==> src/rtl/stopwatch_ctrl_pkg.sv <==
// Shared types and constants for the four-digit BCD stopwatch controller.
package stopwatch_ctrl_pkg;

    typedef enum logic [1:0] {
        ST_IDLE  = 2'd0,
        ST_RUN   = 2'd1,
        ST_PAUSE = 2'd2,
        ST_LAP   = 2'd3
    } sw_state_e;

    localparam int unsigned NDIGITS = 4;
    localparam logic [3:0]  BCD_MAX = 4'd9;

endpackage

==> src/rtl/stopwatch_ctrl_bcd_digit.sv <==
// One decade counter of the stopwatch chain; at_max feeds the next digit's enable.
module bcd_digit
    import stopwatch_ctrl_pkg::*;
(
    input  logic       clk,
    input  logic       rst_n,
    input  logic       en,
    input  logic       clr,
    output logic [3:0] q,
    output logic       at_max
);

    logic [3:0] q_q;
    logic [3:0] q_d;

    always_comb begin
        at_max = (q_q == BCD_MAX);
        q_d    = q_q;
        if (clr) begin
            q_d = '0;
        end else if (en) begin
            q_d = at_max ? 4'd0 : q_q + 4'd1;
        end
    end

    always_ff @(posedge clk or negedge rst_n) begin
        if (!rst_n) begin
            q_q <= '0;
        end else begin
            q_q <= q_d;
        end
    end

    assign q = q_q;

endmodule

==> src/rtl/stopwatch_ctrl.sv <==
// Stopwatch controller: tick prescaler, run/pause/lap FSM, digit carry chain,
// lap display latch and wrap pulse.
module stopwatch_ctrl
    import stopwatch_ctrl_pkg::*;
#(
    parameter int unsigned PRESCALE = 100000,
    parameter int unsigned PW       = 17
) (
    input  logic        clk,
    input  logic        rst_n,
    input  logic        start_stop,
    input  logic        lap,
    input  logic        clear,
    output logic [15:0] disp,
    output logic        running,
    output logic        lap_active,
    output logic        ovl
);

    sw_state_e state_q, state_d;
    logic [PW-1:0]          presc_q, presc_d;
    logic [NDIGITS*4-1:0]   count;
    logic [NDIGITS*4-1:0]   latch_q, latch_d;
    logic                   ovl_q, ovl_d;
    logic [NDIGITS-1:0]     dig_en;
    logic [NDIGITS-1:0]     dig_max;
    logic                   active;
    logic                   tick;
    logic                   capture;
    logic                   clr_cnt;

    assign active = (state_q == ST_RUN) || (state_q == ST_LAP);
    assign tick   = active && (presc_q == PW'(PRESCALE - 1));

    // Only one event is acted on per cycle; the else-if chain gives start_stop > lap > clear.
    always_comb begin
        state_d = state_q;
        capture = 1'b0;
        clr_cnt = 1'b0;
        case (state_q)
            ST_IDLE: begin
                if (start_stop) state_d = ST_RUN;
            end
            ST_RUN: begin
                if (start_stop) begin
                    state_d = ST_PAUSE;
                end else if (lap) begin
                    state_d = ST_LAP;
                    capture = 1'b1;
                end
            end
            ST_LAP: begin
                if (start_stop) begin
                    state_d = ST_PAUSE;
                end else if (lap) begin
                    state_d = ST_RUN;
                end
            end
            ST_PAUSE: begin
                if (start_stop) begin
                    state_d = ST_RUN;
                end else if (clear) begin
                    state_d = ST_IDLE;
                    clr_cnt = 1'b1;
                end
            end
            default: state_d = ST_IDLE;
        endcase
    end

    // Prescaler holds in PAUSE so a resume finishes the interrupted period.
    always_comb begin
        presc_d = presc_q;
        if (clr_cnt || state_q == ST_IDLE) begin
            presc_d = '0;
        end else if (active) begin
            presc_d = tick ? '0 : presc_q + PW'(1);
        end
    end

    always_comb begin
        dig_en[0] = tick;
        for (int unsigned i = 1; i < NDIGITS; i++) begin
            dig_en[i] = dig_en[i-1] && dig_max[i-1];
        end
    end

    genvar g;
    generate
        for (g = 0; g < NDIGITS; g++) begin : g_digit
            bcd_digit u_digit (
                .clk    (clk),
                .rst_n  (rst_n),
                .en     (dig_en[g]),
                .clr    (clr_cnt),
                .q      (count[g*4 +: 4]),
                .at_max (dig_max[g])
            );
        end
    endgenerate

    assign ovl_d   = tick && (&dig_max);
    assign latch_d = capture ? count : latch_q;

    always_ff @(posedge clk or negedge rst_n) begin
        if (!rst_n) begin
            state_q <= ST_IDLE;
            presc_q <= '0;
            latch_q <= '0;
            ovl_q   <= 1'b0;
        end else begin
            state_q <= state_d;
            presc_q <= presc_d;
            latch_q <= latch_d;
            ovl_q   <= ovl_d;
        end
    end

    assign disp       = (state_q == ST_LAP) ? latch_q : count;
    assign running    = active;
    assign lap_active = (state_q == ST_LAP);
    assign ovl        = ovl_q;

endmodule

==> config.mk <==
export PLATFORM = sky130hd
export DESIGN_NAME = stopwatch_ctrl
export DESIGN_NICKNAME = d
export VERILOG_FILES = /design/src/rtl/stopwatch_ctrl_pkg.sv /design/src/rtl/stopwatch_ctrl_bcd_digit.sv /design/src/rtl/stopwatch_ctrl.sv
export SDC_FILE = /design/constraint.sdc
export NUM_CORES = 1
export LEC_CHECK = 0
export CAP_MARGIN = 20
export CELL_PAD_IN_SITES_DETAIL_PLACEMENT = 1
export CELL_PAD_IN_SITES_GLOBAL_PLACEMENT = 1
export CORE_AREA = 4 4 101 103
export DETAILED_ROUTE_END_ITERATION = 6
export DIE_AREA = 0 0 105 107
export MAX_ROUTING_LAYER = met4
export PLACE_DENSITY_LB_ADDON = 0.08
export SLEW_MARGIN = 20
export SYNTH_ARGS = -nofsm -noshare
export SYNTH_HDL_FRONTEND = slang
export SYNTH_HIERARCHICAL = 1
export SYNTH_SLANG_ARGS = --single-unit
==> constraint.sdc <==
create_clock -name clk -period 4.83 [get_ports clk]
set_input_delay 0.483 -clock clk [delete_from_list [all_inputs] [get_ports clk]]
set_output_delay 0.483 -clock clk [all_outputs]
set_load 0.05 [all_outputs]
# Word level (Yosys, flattened, before mapping)
# Index checks and enable logic that the tools add are counted.
[classes] add_sub_neg=5 multipliers=0 div=0 n_lt_le_gt_ge=0 eq_ne=12 shift=0 mux=30 bitwise=0 n_reduce_logical=15
[ops] op="$mux W17" count=3
[ops] op="$mux W4" count=12
[ops] op="$add A17 B1 Y17 const B" count=1
[ops] op="$eq A17 B17 Y1 const B" count=1
[ops] op="$add A4 B1 Y4 const B" count=4
[ops] op="$eq A4 B4 Y1 const B" count=4
[ops] op="$mux W16" count=1
[ops] op="$mux W2" count=7
[ops] op="$reduce_bool A2 Y1" count=5
[ops] op="$ne A3 B3 Y1 const B" count=3
[ops] op="$pmux W2 S4" count=1
[ops] op="$reduce_and A4 Y1" count=2
[ops] op="$mux W1" count=6
[ops] op="$logic_and A1 B1 Y1" count=5
[ops] op="$eq A2 B2 Y1 const B" count=2
[ops] op="$eq A2 B1 Y1 const B" count=1
[ops] op="$logic_not A2 Y1" count=1
[ops] op="$logic_or A1 B1 Y1" count=2
[ops] op="$ne A2 B2 Y1 const B" count=1
[word_totals] reg_bits=52 latchBits=0 ram_bits=0 romBits=0 in_bits=5 out_inout_bits=19 wordCells=70 mem_count=0

# Logic depth before layout (Yosys ltp)
[depth] word_depth=8 depth_mapped=9 depth_no_buf=9

# Cells and area by module
# The synthesis kept the hierarchy.
[modules_own_cells] mod="stopwatch_ctrl" n_inst=1 cells_per_inst=182 area_each_um2=1981.9
[modules_own_cells] mod="bcd_digit" n_inst=4 cells_per_inst=24 area_each_um2=231.5

# Least setup slack after synthesis
# OpenSTA, ideal clock, no wires.
[synth_timing] kind="register -> register" start="register presc_q[5]" end="register g_digit[3].u_digit.q_q[3]" arrival_ps=2163 required_time_ps=4751 setup_slack_ps=2588 path_stages_with_launch=8 path_cell_list="dfrtp_1 > or4b_4 > nor4_1 > and3_1 > and3_1 > and4b_1 > o21ai_1 > a21oi_1"
[synth_via] elab_chain_len=6
[synth_lines] item="from (decl)" line="stopwatch_ctrl.sv:21" rtl="logic [PW-1:0] presc_q, presc_d;"
[synth_lines] item="from (signal assigned)" line="stopwatch_ctrl.sv:113" rtl="presc_q <= presc_d;"
[synth_lines] item="$eq A17 B17 Y1" line="stopwatch_ctrl.sv:33" rtl="assign tick = active && (presc_q == PW'(PRESCALE - 1));"
[synth_lines] item="$logic_and A1 B1 Y1" line="stopwatch_ctrl.sv:33"
[synth_lines] item="$logic_and A1 B1 Y1" line="stopwatch_ctrl.sv:84" rtl="dig_en[i] = dig_en[i-1] && dig_max[i-1];"
[synth_lines] item="net dig_en[1]" line="stopwatch_ctrl.sv:25" rtl="logic [NDIGITS-1:0] dig_en;"
[synth_lines] item="$logic_and A1 B1 Y1 (2 in series)" line="stopwatch_ctrl.sv:84"
[synth_lines] item="net dig_en[3]" line="stopwatch_ctrl.sv:25"
[synth_lines] item="$reduce_bool A2 Y1 (no source line)"
[synth_lines] item="to (signal assigned)" line="stopwatch_ctrl_bcd_digit.sv:30" rtl="q_q <= q_d;"
[synth_lines] item="to (decl)" line="stopwatch_ctrl_bcd_digit.sv:13" rtl="logic [3:0] q_q;"
# The timed path passes the listed nets, and every way through them passes these cells.
# A chain may end at the register's enable or synchronous reset.

# Worst setup path in the final report
[layout_timing] start="register state_q[0]" end="output disp[4]"
[layout_via] elab_chain_len=2
[layout_lines] item="from (decl)" line="stopwatch_ctrl.sv:20" rtl="sw_state_e state_q, state_d;"
[layout_lines] item="from (signal assigned)" line="stopwatch_ctrl.sv:112" rtl="state_q <= state_d;"
[layout_lines] item="$eq A2 B2 Y1" line="stopwatch_ctrl.sv:119" rtl="assign disp = (state_q == ST_LAP) ? latch_q : count;"
[layout_lines] item="$mux W16" line="stopwatch_ctrl.sv:119"
[layout_lines] item="to (decl)" line="stopwatch_ctrl.sv:14" rtl="output logic [15:0] disp,"
# Every way passes these cells.

==> load_flow_metrics.sql <==
INSERT INTO impl_metrics (metric_group, metric, value, unit) VALUES
('cts', 'cts-root-to-sink-buffers', '2', ''),
('route', 'dr_total_vias', '2224', ''),
('route', 'wl_per_cell', '15.73', 'um'),
('global_routing', 'met2_usage', '0.2209', ''),
('setup_path', 'worstRegToRegCells', '7', ''),
('cts', 'ctsResizeCount', '0', ''),
('setup_path', 'cp-start-kind', 'register', ''),
('global_routing', 'initial_antenna_violation_count', '0', ''),
('power_and_ir_drop', 'cell_internal_pwr', '1.046', 'mW'),
('sta', 'fmax', '320.0', 'MHz'),
('synth', 'yosysMostFrequentCell', 'dfrtp_1', ''),
('sta', 'slew_violations', '0', ''),
('power_and_ir_drop', 'power.switching', '768.8', 'uW'),
('layout', 'final-seq-area', '1301', 'sq um'),
('layout', 'area.growth.synth_to_final', '15.58', '%'),
('power_and_ir_drop', 'power.share.switching', '0.4237', ''),
('synth', 'mappedNetlistNets', '292', ''),
('cts', 'tritoncts_clock_tree', 'done', ''),
('layout', 'multi_input_comb_area', '1513', 'sq um'),
('place', 'dp.final_hpwl', '4465', 'um'),
('layout', 'antenna_cells', '0', ''),
('sta', 'setup_viol_count_final', '0', ''),
('synth', 'post_synth_and_or_nand_nor_area_fraction', '0.2186', ''),
('global_routing', 'grt.overflow.total', '0', ''),
('setup_path', 'timing.setup.critical_path_class', 'reg -> out', ''),
('run', 'max_cap_violations', '0', ''),
('synth', 'synth.ff_latch_count', '52', ''),
('layout', 'n_fill_cell', '1039', ''),
('setup_path', 'timing.rr.end', 'g_digit[3].u_digit/q[3]', ''),
('global_routing', 'use_met1', '0.1627', ''),
('outcome', 'outcome', 'completed', ''),
('sta', 'actual_slew_at_the_worst_max_slew_pin', '0.8516', 'ns'),
('setup_path', 'crit_arrival', '2.64', 'ns'),
('sta', 'rsz0062_at_grt', 'no', ''),
('power_and_ir_drop', 'power_per_cell_area', '539.9', 'nW/um^2'),
('route', 'vias_cell', '5.372', ''),
('sta', 'final.setup.tns', '0', 'ns'),
('min_path', 'hold_path_class', 'in -> async', ''),
('route', 'first_iter_violations', '44', ''),
('cts', 'cts_buffer_count', '5', ''),
('power_and_ir_drop', 'power.combinational.fraction', '0.437', ''),
('floorplan', 'fp.dieArea', '11240', 'sq um'),
('cts', 'clock_sinks', '52', ''),
('floorplan', 'die_width', '105', 'um'),
('synth', 'synth-compound-area-share', '0.1239', ''),
('power_and_ir_drop', 'worst_ir_drop_vdd', '187.6', 'uV'),
('cts', 'clockRootBuffer', 'clkbuf_8', ''),
('global_routing', 'via_count_of_the_first_global_routing_pass', '2364', ''),
('cts', 'cts.reportedPaths.clkPinSlew', '0.10', 'ns'),
('synth', 'yosys_most_used_dff', 'dfrtp_1', ''),
('layout', 'num-nets-final', '316', ''),
('floorplan', 'start_util', '0.3162', ''),
('route', 'ant_nets', '0', ''),
('synth', 'post_synth.cell_area_avg', '10.46', 'sq um'),
('sta', 'layout_worst_path_cycle_share', '0.6470', ''),
('synth', 'yosysSeqAreaShare', '0.4475', ''),
('setup_path', 'rrSetupSlack', '2.15', 'ns'),
('setup_path', 'timing.critical_path.required', '4.35', 'ns'),
('synth', 'synth_largest_area_cell', 'dfrtp_1', ''),
('setup_path', 'timing.critical_path.to_type', 'primary output', ''),
('synth', 'synth.distinct_cells', '46', ''),
('floorplan', 'top_level_ports', '24', ''),
('global_routing', 'grt_pass1_wl', '11750', 'um'),
('floorplan', 'die-height', '107', 'um'),
('route', 'firstDrtPassIters', '4', ''),
('synth', 'syn_area', '2908', 'sq um'),
('synth', 'yosysWarnings', '6', ''),
('cts', 'clk_lat_worst_skew', '0.31', 'ns'),
('global_routing', 'global_route.peak_usage_layer', 'met2', ''),
('synth', 'number_of_enable_flip_flop_cells_after_synthesis', '0', ''),
('global_routing', 'grt_max_degree', '53', '');
==> registers in the layout, indices dropped and copies added (netlist names) <==
signal / count
g_digit.u_digit/q: 16
presc_q: 17
state_q: 2
ovl: 1
latch_q: 16
==> worst max path at each step <==
stage / from / to / slack, ns / cells after the start
6_report: state_q[0] / disp[4] / 1.71 / 3
5_1_grt: state_q[0] / disp[13] / 1.51 / 3
4_1_cts: state_q[0] / disp[11] / 1.62 / 3
3_5_place_dp: state_q[0] / disp[11] / 1.98 / 3
3_3_place_gp: state_q[0] / disp[6] / 2.03 / 3
2_1_floorplan: presc_q[5] / g_digit[3].u_digit/q[3] / 2.59 / 7
==> critical path: stages, from the launching register on <==
cell	delay, ns
dfrtp_1	0.59
nand2_1	0.54
mux2_2	0.39
clkdlybuf4s50_1	0.80
==> power by group through the flow <==
| stage | registers (mW) | clock network [mW] | logic, mW |
|---|---|---|---|
| finish | 0.710 | 0.311 | 0.793 |
| global route | 0.740 | 0.344 | 0.870 |
| CTS | 0.714 | 0.328 | 0.811 |
| detailed placement | 0.722 | 0 | 0.808 |
| global placement | 0.719 | 0 | 0.797 |
| floorplan | 0.658 | 0 | 0.632 |
==> cell usage in the layout (no fill, tap or decap), types with 5 or more instances in the layout <==
master	count
inv_1	12
ha_1	9
nor3_1	6
clkdlybuf4s50_1	22
a31oi_1	5
nand3_1	12
mux2_2	32
o21ai_0	11
nand2b_1	9
nand3b_1	12
xor2_1	5
dfrtp_1	52
clkbuf_8	5
a21oi_1	18
nand2_1	24
==> per-layer routing <==
| layer | vias to the layer above | part of all wire |
|---|---|---|
| li1 | 1067 | - |
| met1 | 1134 | 0.49 |
| met2 | 16 | 0.49 |
| met3 | 7 | 0.021 |
| met4 | 0 | 0.0049 |
| met5 | - | 0 |
==> final cells by class <==
| type | instances | share of cell area |
|---|---|---|
| Multi-Input combinational cell | 205 | 0.4501 |
| Sequential cell | 52 | 0.3872 |
| Timing Repair Buffer | 26 | 0.07372 |
| Tap cell | 111 | 0.04133 |
| Clock buffer | 5 | 0.02048 |
| Clock inverter | 3 | 0.01378 |
| Inverter | 12 | 0.01340 |
==> kinds of logic after synthesis <==
group / count (synthesis)
mux: 32
buf+inv: 21
flops: 52
compound gates: 55
fa+ha+maj: 9
xor+xnor: 5
simple gates: 104
==> metrics by stage <==
stage | cell area, sq um | instances | utilization | worst slack, ns | hold WS, ns
floorplan | 2908 | 278 | - | 2.588 | 0.1874
global placement | 3246 | 406 | 0.3529 | 2.031 | 0.4859
detailed placement | 3246 | 406 | 0.3529 | 1.984 | 0.4925
CTS | 3361 | 414 | 0.3654 | 1.622 | 0.3246
global route | 3361 | 414 | 0.3654 | 1.506 | 0.3557
finish | 3361 | 414 | 0.3654 | 1.705 | 0.2865
(Power assumes the default switching activity.)
